File: config.mk
export PLATFORM = sky130hd
export DESIGN_NAME = pwm_sequencer
export DESIGN_NICKNAME = d
export VERILOG_FILES = /design/src/rtl/pwm_pkg.sv /design/src/rtl/pwm_seq_dwell.sv /design/src/rtl/pwm_sequencer.sv
export SDC_FILE = /design/constraint.sdc
export NUM_CORES = 1
export LEC_CHECK = 0
export BUFFER_PORTS_ARGS = -buffer_cell sky130_fd_sc_hd__buf_2
export CAP_MARGIN = 20
export CORE_MARGIN = 4
export CORE_UTILIZATION = 25
export CTS_CLUSTER_SIZE = 20
export DETAILED_ROUTE_END_ITERATION = 8
export MAX_ROUTING_LAYER = met4
export PLACE_DENSITY_LB_ADDON = 0.25
export SLEW_MARGIN = 20
export SYNTH_ARGS = -nofsm -noshare
export SYNTH_HDL_FRONTEND = slang
export SYNTH_SLANG_ARGS = --single-unit
File: constraint.sdc
create_clock -name clk -period 8.14 [get_ports clk]
set_clock_uncertainty 0.15 [all_clocks]
set_input_delay 1.221 -clock clk [delete_from_list [all_inputs] [get_ports clk]]
set_output_delay 1.221 -clock clk [all_outputs]
set_load 0.01 [all_outputs]
File: src/rtl/pwm_pkg.sv
// Shared types and default widths for the PWM waveform sequencer.
package pwm_pkg;

  localparam int PWM_DATA_W  = 12;
  localparam int PWM_ADDR_W  = 10;
  localparam int PWM_DWELL_W = 16;

  typedef enum logic [2:0] {
    IDLE    = 3'd0,
    FETCH   = 3'd1,
    CAPTURE = 3'd2,
    ARMED   = 3'd3,
    LAST    = 3'd4
  } pwm_seq_state_t;

endpackage

File: src/rtl/pwm_seq_dwell.sv
// Remaining-periods counter for the sample currently on the PWM output.
module pwm_seq_dwell
  import pwm_pkg::*;
#(
  parameter int DWELL_W = PWM_DWELL_W
) (
  input  logic               clk,
  input  logic               rst,
  input  logic               clr,
  input  logic               load,
  input  logic [DWELL_W-1:0] load_val,
  input  logic               dec,
  output logic               zero
);

  logic [DWELL_W-1:0] dwell_rem;

  always_ff @(posedge clk or posedge rst) begin
    if (rst) begin
      dwell_rem <= '0;
    end else if (clr) begin
      dwell_rem <= '0;
    end else if (load) begin
      dwell_rem <= load_val;
    end else if (dec && (dwell_rem != '0)) begin
      dwell_rem <= dwell_rem - DWELL_W'(1);
    end
  end

  assign zero = (dwell_rem == '0);

endmodule

File: src/rtl/pwm_sequencer.sv
// Plays duty samples from a 1-cycle-latency ROM into a PWM compare register,
// updating only on PWM period boundaries.
module pwm_sequencer
  import pwm_pkg::*;
#(
  parameter int DATA_W  = PWM_DATA_W,
  parameter int ADDR_W  = PWM_ADDR_W,
  parameter int DWELL_W = PWM_DWELL_W
) (
  input  logic               clk,
  input  logic               rst,
  input  logic               start,
  input  logic               stop,
  input  logic               loop_en,
  input  logic [ADDR_W-1:0]  seq_len,
  input  logic [DWELL_W-1:0] dwell,
  input  logic               period_end,
  output logic               rom_en,
  output logic [ADDR_W-1:0]  rom_addr,
  input  logic [DATA_W-1:0]  rom_data,
  output logic [DATA_W-1:0]  duty,
  output logic               duty_load,
  output logic               busy,
  output logic               done,
  output logic               underrun
);

  function automatic logic [DWELL_W-1:0] dwell_clamp(input logic [DWELL_W-1:0] d);
    return (d == '0) ? DWELL_W'(1) : d;
  endfunction

  pwm_seq_state_t     state;
  logic [ADDR_W-1:0]  idx;
  logic [ADDR_W-1:0]  len_q;
  logic               loop_q;
  logic [DWELL_W-1:0] dwell_eff;
  logic [DATA_W-1:0]  pending;
  logic               stop_pend;
  logic               dwell_zero;
  logic               dwell_clr;
  logic               dwell_load;
  logic               dwell_dec;
  logic               at_last;
  logic               start_ok;

  assign start_ok = start && !stop && (seq_len != '0);
  assign at_last  = (idx == (len_q - ADDR_W'(1)));
  assign rom_en   = (state == FETCH);
  assign rom_addr = idx;
  assign busy     = (state != IDLE);

  // A stop boundary ends playback outright, so it never reloads the dwell count.
  always_comb begin
    dwell_clr  = (state == IDLE);
    dwell_load = (state == ARMED) && period_end && dwell_zero && !stop_pend;
    dwell_dec  = busy && period_end;
  end

  pwm_seq_dwell #(
    .DWELL_W (DWELL_W)
  ) u_dwell (
    .clk      (clk),
    .rst      (rst),
    .clr      (dwell_clr),
    .load     (dwell_load),
    .load_val (dwell_eff - DWELL_W'(1)),
    .dec      (dwell_dec),
    .zero     (dwell_zero)
  );

  // Configuration and captured sample: data only, no reset.
  always_ff @(posedge clk) begin
    if ((state == IDLE) && start_ok) begin
      len_q     <= seq_len;
      loop_q    <= loop_en;
      dwell_eff <= dwell_clamp(dwell);
    end
    if (state == CAPTURE) begin
      pending <= rom_data;
    end
  end

  always_ff @(posedge clk or posedge rst) begin
    if (rst) begin
      state     <= IDLE;
      idx       <= '0;
      duty      <= '0;
      duty_load <= 1'b0;
      done      <= 1'b0;
      underrun  <= 1'b0;
      stop_pend <= 1'b0;
    end else begin
      duty_load <= 1'b0;
      done      <= 1'b0;
      if (state == IDLE) begin
        if (start_ok) begin
          state     <= FETCH;
          idx       <= '0;
          underrun  <= 1'b0;
          stop_pend <= 1'b0;
        end
      end else begin
        if (stop) begin
          stop_pend <= 1'b1;
        end
        if (period_end && stop_pend) begin
          duty      <= '0;
          duty_load <= 1'b1;
          done      <= 1'b1;
          stop_pend <= 1'b0;
          state     <= IDLE;
        end else begin
          case (state)
            FETCH: begin
              state <= CAPTURE;
              if (period_end && dwell_zero) underrun <= 1'b1;
            end
            CAPTURE: begin
              state <= ARMED;
              if (period_end && dwell_zero) underrun <= 1'b1;
            end
            ARMED: begin
              if (period_end && dwell_zero) begin
                duty      <= pending;
                duty_load <= 1'b1;
                if (at_last && !loop_q) begin
                  state <= LAST;
                end else begin
                  idx   <= at_last ? '0 : idx + ADDR_W'(1);
                  state <= FETCH;
                end
              end
            end
            LAST: begin
              if (period_end && dwell_zero) begin
                duty      <= '0;
                duty_load <= 1'b1;
                done      <= 1'b1;
                state     <= IDLE;
              end
            end
            default: state <= IDLE;
          endcase
        end
      end
    end
  end

endmodule

# [After elaboration in Yosys (flattened, before gate mapping)]
# Cells that the tools add are included.
[totals] register_bits=84 word_cells=98 out_inout_bits=27
[classes] n_reduce_logical=33 muxes=36 n_eq_ne=12 n_bitwise=1 addsub=4
[op_table] op="$mux 10" n=7
[op_table] op="$mux 16" n=3
[op_table] op="$mux 12" n=3
[op_table] op="$logic_not 16->1" n=2
[op_table] op="$sub 16x1->16 const B" n=2
[op_table] op="$pmux 12 s2" n=1
[op_table] op="$mux 3" n=6
[op_table] op="$reduce_bool 16->1" n=1
[op_table] op="$mux 1" n=15
[op_table] op="$pmux 3 s4" n=1
[op_table] op="$reduce_bool 3->1" n=4
[op_table] op="$logic_and 1x1->1" n=11
[op_table] op="$add 10x1->10 const B" n=1
[op_table] op="$eq 10x10->1" n=1
[op_table] op="$reduce_bool 10->1" n=1
[op_table] op="$sub 10x1->10 const B" n=1
[op_table] op="$reduce_and 4->1" n=2
[op_table] op="$eq 3x2->1 const B" n=2
[op_table] op="$reduce_bool 2->1" n=3
[op_table] op="$reduce_and 5->1" n=1
[op_table] op="$ne 2x2->1 const B" n=2
[op_table] op="$ne 4x2->1 const B" n=1
[op_table] op="$ne 4x4->1 const B" n=1
[op_table] op="$reduce_or 2->1" n=2
[op_table] op="other kinds (10)" n=12

# [Logic depth before layout (Yosys ltp)]
# Gate-level depths: netlist (run 1).
[logic_depth] word_depth=8 mapped_depth=16 depth_no_buf=12

# [Modules after synthesis]
# A second synthesis (run 1) with hierarchy kept.
[unflattened] hier_cells=450 hier_area_um2=4549.4
[by_module_without_submodules] module="pwm_sequencer" cells_per_inst=320 area_each_um2=3393.3 instances=1
[by_module_without_submodules] module="pwm_seq_dwell" cells_per_inst=130 area_each_um2=1156.1 instances=1

# [Worst setup path before layout (run 1)]
# No wires, ideal clock.
[synth_timing] path_type="in2reg" startpoint="input period_end" endpoint="register u_dwell.dwell_rem[14]" required_ns=7.925 slack_ns=3.894 cell_stages=14 arrival_time_ns=4.031 setup_time_ns=0.065 cell_sequence="buf_2 > nand4_1 > nor2_1 > buf_2 > buf_2 > buf_2 > a21oi_1 > ha_1 > or4b_1 > nor3b_1 > o21ai_0 > or4_1 > o21ai_0 > a22o_1"
[synth_via] elab_chain_cells=5 elab_cells_between_ends=8
[synth_rtl] item="from (decl)" line_no="pwm_sequencer.sv:17" text="input logic period_end,"
[synth_rtl] item="$logic_and 1x1->1 (3 in a row)" line_no="pwm_sequencer.sv:55" text="dwell_load = (state == ARMED) && period_end && dwell_zero && !stop_pend;"
[synth_rtl] item="$mux 16" line_no="pwm_seq_dwell.sv:23" text="end else if (load) begin"
[synth_rtl] item="$mux 16" line_no="pwm_seq_dwell.sv:21" text="end else if (clr) begin"
[synth_rtl] item="to (signal assigned)" line_no="pwm_seq_dwell.sv:24" text="dwell_rem <= load_val;"
[synth_rtl] item="to (signal assigned)" line_no="pwm_seq_dwell.sv:26" text="dwell_rem <= dwell_rem - DWELL_W'(1);"
[synth_rtl] item="to (decl)" line_no="pwm_seq_dwell.sv:16" text="logic [DWELL_W-1:0] dwell_rem;"
# Parallel ways exist; a longest one is shown, timed or not.
# A chain may end at the register's enable or synchronous reset.

# [Final worst setup path (run 1)]
# Same ends and word-level chain as after synthesis.

==> results of run 1 <==
[routing by layer]
| metal | up-vias | GRT usage | wire [µm] |
|---|---|---|---|
| met2 | 84 | 0.179 | 5260 |
| met3 | 2 | 0.0383 | 653 |
| met4 | 0 | 0.0326 | 70 |
| met5 | - | - | 0 |
| met1 | 1713 | 0.160 | 5360 |
| li1 | 1729 | - | - |
[metrics by stage]
| step | utilization | std cells | setup WS, ns | power, mW |
|---|---|---|---|---|
| 2_1_floorplan | - | 440 | 3.89 | 1.06 |
| 3_3_place_gp | 0.286 | 708 | 3.81 | 1.24 |
| 3_5_place_dp | 0.286 | 708 | 3.77 | 1.26 |
| 4_1_cts | 0.305 | 724 | 4.14 | 1.72 |
| 5_1_grt | 0.305 | 724 | 3.79 | 1.83 |
| 6_report | 0.305 | 725 | 4.12 | 1.70 |
[state kept, by name, summed over array words and instances (netlist names)]
name,count
stop_pend,1
state,3
dwell_eff,16
rom_addr,10
u_dwell.dwell_rem,16
loop_q,1
done,1
pending,12
underrun,1
duty,12
len_q,10
duty_load,1
[critical path, stage by stage]
cell	delay (ns)
buf_2	0.17
nand4_1	0.12
nor2_1	0.05
buf_4	0.24
a21oi_1	0.22
ha_1	0.23
or4b_1	0.52
nor3b_1	0.29
o21ai_0	0.28
or4_1	0.51
o21ai_0	0.16
a22o_1	0.14
[final cells by class]
cell class                      count  area, µm²  area share
Timing Repair Buffer               72        365      0.0692
Antenna cell                        1       2.50    0.000474
Inverter                           31        118      0.0223
Sequential cell                    84       2300       0.435
Multi-Input combinational cell    296       1900       0.359
Tap cell                          225        282      0.0533
Clock buffer                        9        225      0.0426
Clock inverter                      7       96.3      0.0182
[final timing paths]
kind                            startpoint               endpoint  slack (ns)  cells past startpoint
worst min register to register    underrun               underrun        0.33                      2
worst min-delay path              underrun               underrun        0.33                      2
worst max register to register    state[2]  u_dwell.dwell_rem[14]        4.25                     12
min in group asynchronous              rst              duty_load        0.87                      2
worst max-delay path            period_end  u_dwell.dwell_rem[14]        4.12                     12
max in group asynchronous              rst   u_dwell.dwell_rem[4]        6.43                      2
[report_power, final]
| group | switching (mW) | internal (mW) | leakage, nW |
|---|---|---|---|
| sequential | 0.123 | 0.577 | 0.936 |
| combinational | 0.328 | 0.218 | 1.04 |
| clock | 0.179 | 0.270 | 0.150 |
| total | 0.630 | 1.07 | 2.12 |
[cells in the final DEF, fill, tap and decap left out, drive strengths merged, types with 3 or more instances in the layout]
master,count
nand3,6
a31oi,9
or4,6
o22ai,4
edfxtp,39
o31ai,5
inv,32
ha,3
mux2i,16
nand3b,4
a2111oi,7
or3,11
o21ai,34
nor2,31
dfrtp,45
a21o,9
clkbuf,9
a21oi,21
and4bb,3
xnor2,6
nand2b,7
nor4,12
xor2,5
nor3b,6
buf,72
nand4,6
and2,4
o41ai,3
nor3,10
nand2,40
[cells by family (layout without fill, tap and decap cells)]
| kind of cell | count (synthesis) | count (layout) |
|---|---|---|
| DFF | 84 | 84 |
| buffers and inverters | 60 | 119 |
| AOI/OAI and AO/OA | 111 | 111 |
| other | 0 | 1 |
| xor gates and xnor gates | 11 | 11 |
| and+or+nand+nor | 155 | 155 |
| muxes | 16 | 16 |
| adders and majority gates | 3 | 3 |
==> metrics.txt, run 1 <==
Area Overhead vs Synth 19.9%; TritonRoute pass-1 iters 4; IO Pins 71; pin count of the biggest net entering global routing 46; crit path DAT roughly 4.2 ns; Max Fanout on Critical Path 29; H-Tree Depth 3; worst setup path class in2reg; number of CTS-inserted buffers 9; DP Wirelength 8070 µm; post-CTS setup repair buffer count 0; Syn Nets between 400 and 500; vias per cell around 5; CTS tree done; synthesized flop and latch total 84; Post-CTS Hold Buffers 0; most common cell in the netlist dfrtp_1; CP Launch Type input port; CTS root buf clkbuf_16; global route total overflow 0; GPL Wtd Cong about 0.85; Core Box Area 17300 µm²; worst skew pair latency about 0.35 ns; maximum root-to-sink buffer count 2; xor and xnor area share after synthesis 0.0219; Synth Area in Simple Gates 0.192; CP required around 8.3 ns; status finished, final reports clean; wire per inst approximately 16 µm; layout cell share with drive strength beyond 1 0.210; Power Density 321 nW/µm²; first-pass GRT wire length between 15000 and 20000 µm; Worst setup EP type flop; Total Routing Usage GR 0.121; post-cts sizing count 0; Synth top area share 0.266; Post-Route WL about 11000 µm; vias in the first global route 3550; DR vias ~3.5k; Setup violations, final 0; Compound-Gate Fraction of Synth Area 0.167; Hold Fails Final Rpt 0; Post-Synthesis Cells 440; Final Cell Area 5280 µm²; sequential area share after synthesis 0.521; DRT antenna net count 0; Reg clk slew, reported paths about 0.070 ns; initial antenna violation count 0; top cells by area, synth edfxtp_1 27%, dfrtp_1 26%, mux2i_1 3.6%; Nets about 540; die height 141 µm; Die X about 140 µm; RSZ-0062 raised after global routing no; number of synthesis warnings 0; Cell Area, Placed between 4000 and 5000 µm²; FMAX between 200 and 250 MHz; Mapped Avg Cell Area ~10 µm²; Final Hold Slack ~0.33 ns; fillcell total 1814; Setup TNS Final 0 ns; Post-Synth Adder-Cell Area 0.00852; full die area roughly 20000 µm²; Lkg Pwr about 2.1 nW; Synth Flop Type dfrtp_1; worst vdd ir between 0.1 and 0.15 mV; Starting Density 0.255; drt drc 0; Mapped Area 4410 µm²; area leader, netlist edfxtp_1; max cap viols 0; FP Rows between 40 and 50; worst-margin pin slew 1.01 ns; # clock sinks 84; Iter 0 DRT Violations between 200 and 250; synth unique cells 61; Hold/Removal Path Class reg2reg; IO buf count 70; Slew Limit Headroom 0.328; Tcrit/Tclk final 0.494; multiplexer area fraction after synthesis 0.0364; Synth top cells by count 45 x dfrtp_1, 39 x edfxtp_1, 39 x nand2_1; largest family of logic cells by synthesized area simple AND/OR/NAND/NOR gates; asr flop ratio synth 0.536; fin crit period about 4 ns; number of synthesized flops with an enable pin 39; Slew Viols, Final 0
Note: power is estimated with default switching activity, not from simulation.
==> run 2: changes to the inputs <==
==> constraint.sdc (replaced) <==
create_clock -name clk -period 3.4 [get_ports clk]
set_clock_uncertainty 0.15 [all_clocks]
set_input_delay 0.51 -clock clk [delete_from_list [all_inputs] [get_ports clk]]
set_output_delay 0.51 -clock clk [all_outputs]
set_load 0.01 [all_outputs]
==> run 2 against run 1 <==
Register-to-register slack worse by 4.0 ns. Cell area up 1.2%. Worst setup slack worse by 3.9 ns. Utilization up 0.38 points. Wire length down 4.8%. Critical path type is now reg2reg. Critical endpoint unchanged. Largest power group unchanged.
==> metrics.txt, run 2 (synthesis results as in run 1) <==
Total Routing Usage GR 0.117 (-0.00397); Slew Viols, Final 0 (unchanged); FP Rows 48 (unchanged); RSZ-0062 raised after global routing no; Starting Density 0.255 (unchanged); Die X 141 µm (unchanged); Nets 551 (+1.8%); die height 141 µm (unchanged); Iter 0 DRT Violations 221 (+8.3%); worst skew pair latency 0.34 ns (about the same); vias per cell 4.83 (-0.80%); area occupied by multi-input gates 1910 µm² (+0.53%); Core Box Area 17300 µm² (unchanged); most frequent cells in the layout 70 x buf_2, 45 x dfrtp_1, 39 x nand2_1, 39 x edfxtp_1, 31 x nor2_1; biggest regs dwell_eff x16, u_dwell.dwell_rem x16; DR vias 3548 (+0.57%); fin worst setup slack 0.205 ns (-3.91 ns); Post-Route WL 10800 µm (-4.8%); vias in the first global route 3521 (-0.82%); worst vdd ir 0.297 mV (+170%); critical-path cell list and4bb_2, nand4_1, nor2_1, a21oi_1, ha_2, or4b_4, nor3b_4, o21ai_2, or4_1, o21ai_0, a22o_1; fin crit period between 3 and 4 ns; GPL Wtd Cong 0.840 (-1.4%); max cap viols 0 (unchanged); wire per inst 14.7 µm (-6.1%); TritonRoute pass-1 iters 5 (+1); Hold Fails Final Rpt 0 (unchanged); Max Fanout on Critical Path 6 (-79%); Tcrit/Tclk final 0.940; Flop pwr share 0.410 (-0.003); crit path DAT 3.33 ns (-0.83 ns); Int Pwr 2.48 mW (+130%); H-Tree Depth 3 (unchanged); fillcell total 1826 (+0.66%); pin count of the biggest net entering global routing 46 (unchanged); full die area 19800 µm² (unchanged); initial antenna violation count 1 (+1); Hold/Removal Path Class in2async; first-pass GRT wire length 18100 µm (-2.2%); IO Pins 71 (unchanged); Worst setup EP type flop; Post-CTS Hold Buffers 0 (unchanged); Sw Ratio 0.380 (+0.00871); Lkg Pwr 2.16 nW (+2.0%); CTS root buf clkbuf_16; worst setup path class reg2reg; WP buf/inv 0 (-2); global route total overflow 0 (unchanged); Setup violations, final 0 (unchanged); Power Density 748 nW/µm² (+130%); most common cell after layout, fill and taps aside buf_2; Area Overhead vs Synth 21.4%; Slew Limit Headroom 0.392 (+0.0640); # clock sinks 84 (unchanged); max incr delay on CP 0.52 ns (about the same); drt drc 0 (unchanged); Clk pwr share 0.238 (-0.027); IO buf count 70 (unchanged); Setup TNS Final 0 ns (unchanged); number of CTS-inserted buffers 9 (unchanged); CTS tree done; worst-margin pin slew 0.908 ns (-0.100 ns); maximum root-to-sink buffer count 2 (unchanged); combinational power share 0.351 (+0.029); DRT antenna net count 0 (unchanged); DP Wirelength 7980 µm (-1.0%); layout cell share with drive strength beyond 1 0.232 (+0.0214); Reg clk slew, reported paths 0.07 ns (about the same); CP Launch Type flop; P_sw 1.52 mW (+140%); DP Worst Slack 0.201 ns (-3.57 ns); Worst path top cell family by delay simple AND/OR/NAND/NOR gates; CP max stage cell or4b_4; FMAX 313 MHz; Register Area 2300 µm² (unchanged); CP required 3.53 ns (-4.75 ns); status finished, final reports clean
run 2: what timing repair did:
| action | CTS | global route |
|---|---|---|
| buffers inserted | 0 | 0 |
| gates resized for setup | 0 | 3 |
| setup endpoints to repair | 0 | 3 |
run 2: through the flow:
| stage | hold WS, ns | total power, mW | cell area [µm²] | util | instances |
|---|---|---|---|---|---|
| final | 0.154 | 4.00 | 5350 | 0.309 | 735 |
| after floorplan | 0.334 | 2.55 | 4420 | - | 440 |
| after CTS | 0.169 | 4.04 | 5330 | 0.308 | 734 |
| after global placement | 0.322 | 3.03 | 5040 | 0.292 | 718 |
| after global routing | 0.160 | 4.32 | 5350 | 0.309 | 735 |
| after detailed placement | 0.320 | 3.07 | 5040 | 0.292 | 718 |
run 2: final cells by class:
cell class              instances  share of cell area
flip-flops and latches         84               0.430
multi-input cells             296               0.357
repair buffers                 82              0.0847
well taps                     225              0.0526
clock buffers                   9              0.0421
inverters                      31              0.0220
clock inverters                 7              0.0119
diodes                          1            0.000468
run 2: final timing paths:
path                                         endpoint        start  depth (start not counted)  slack, ns
max in group asynchronous       u_dwell.dwell_rem[11]          rst                          2       2.43
min in group clk                           pending[3]  rom_data[3]                          1       0.18
worst min register to register               underrun     underrun                          2       0.34
worst max-delay path            u_dwell.dwell_rem[14]    stop_pend                         11       0.20
worst max register to register  u_dwell.dwell_rem[14]    stop_pend                         11       0.20
worst min-delay path                      rom_addr[0]          rst                          2       0.15
run 2: power by group through the flow:
| stage | combinational, mW | sequential [mW] | clock, mW |
|---|---|---|---|
| 2_1_floorplan | 0.899 | 1.65 | 0 |
| 3_3_place_gp | 1.38 | 1.65 | 0 |
| 3_5_place_dp | 1.41 | 1.66 | 0 |
| 4_1_cts | 1.41 | 1.64 | 0.982 |
| 5_1_grt | 1.59 | 1.69 | 1.04 |
| 6_report | 1.41 | 1.64 | 0.954 |
run 2: worst reg2reg max path, stage by stage (launching register included):
cell	delay, ns
dfrtp_1	0.39
and4bb_2	0.29
nand4_1	0.13
nor2_1	0.09
a21oi_1	0.18
ha_2	0.24
or4b_4	0.52
nor3b_4	0.23
o21ai_2	0.13
or4_1	0.48
o21ai_0	0.17
a22o_1	0.15
run 2: layer usage:
metal,vias up,part of all wire,global-route usage,wire length [µm]
li1,1746,-,-,-
met1,1720,0.45,0.143,4860
met2,74,0.50,0.190,5390
met3,8,0.035,0.0275,379
met4,0,0.015,0.0382,164
met5,-,0,-,0
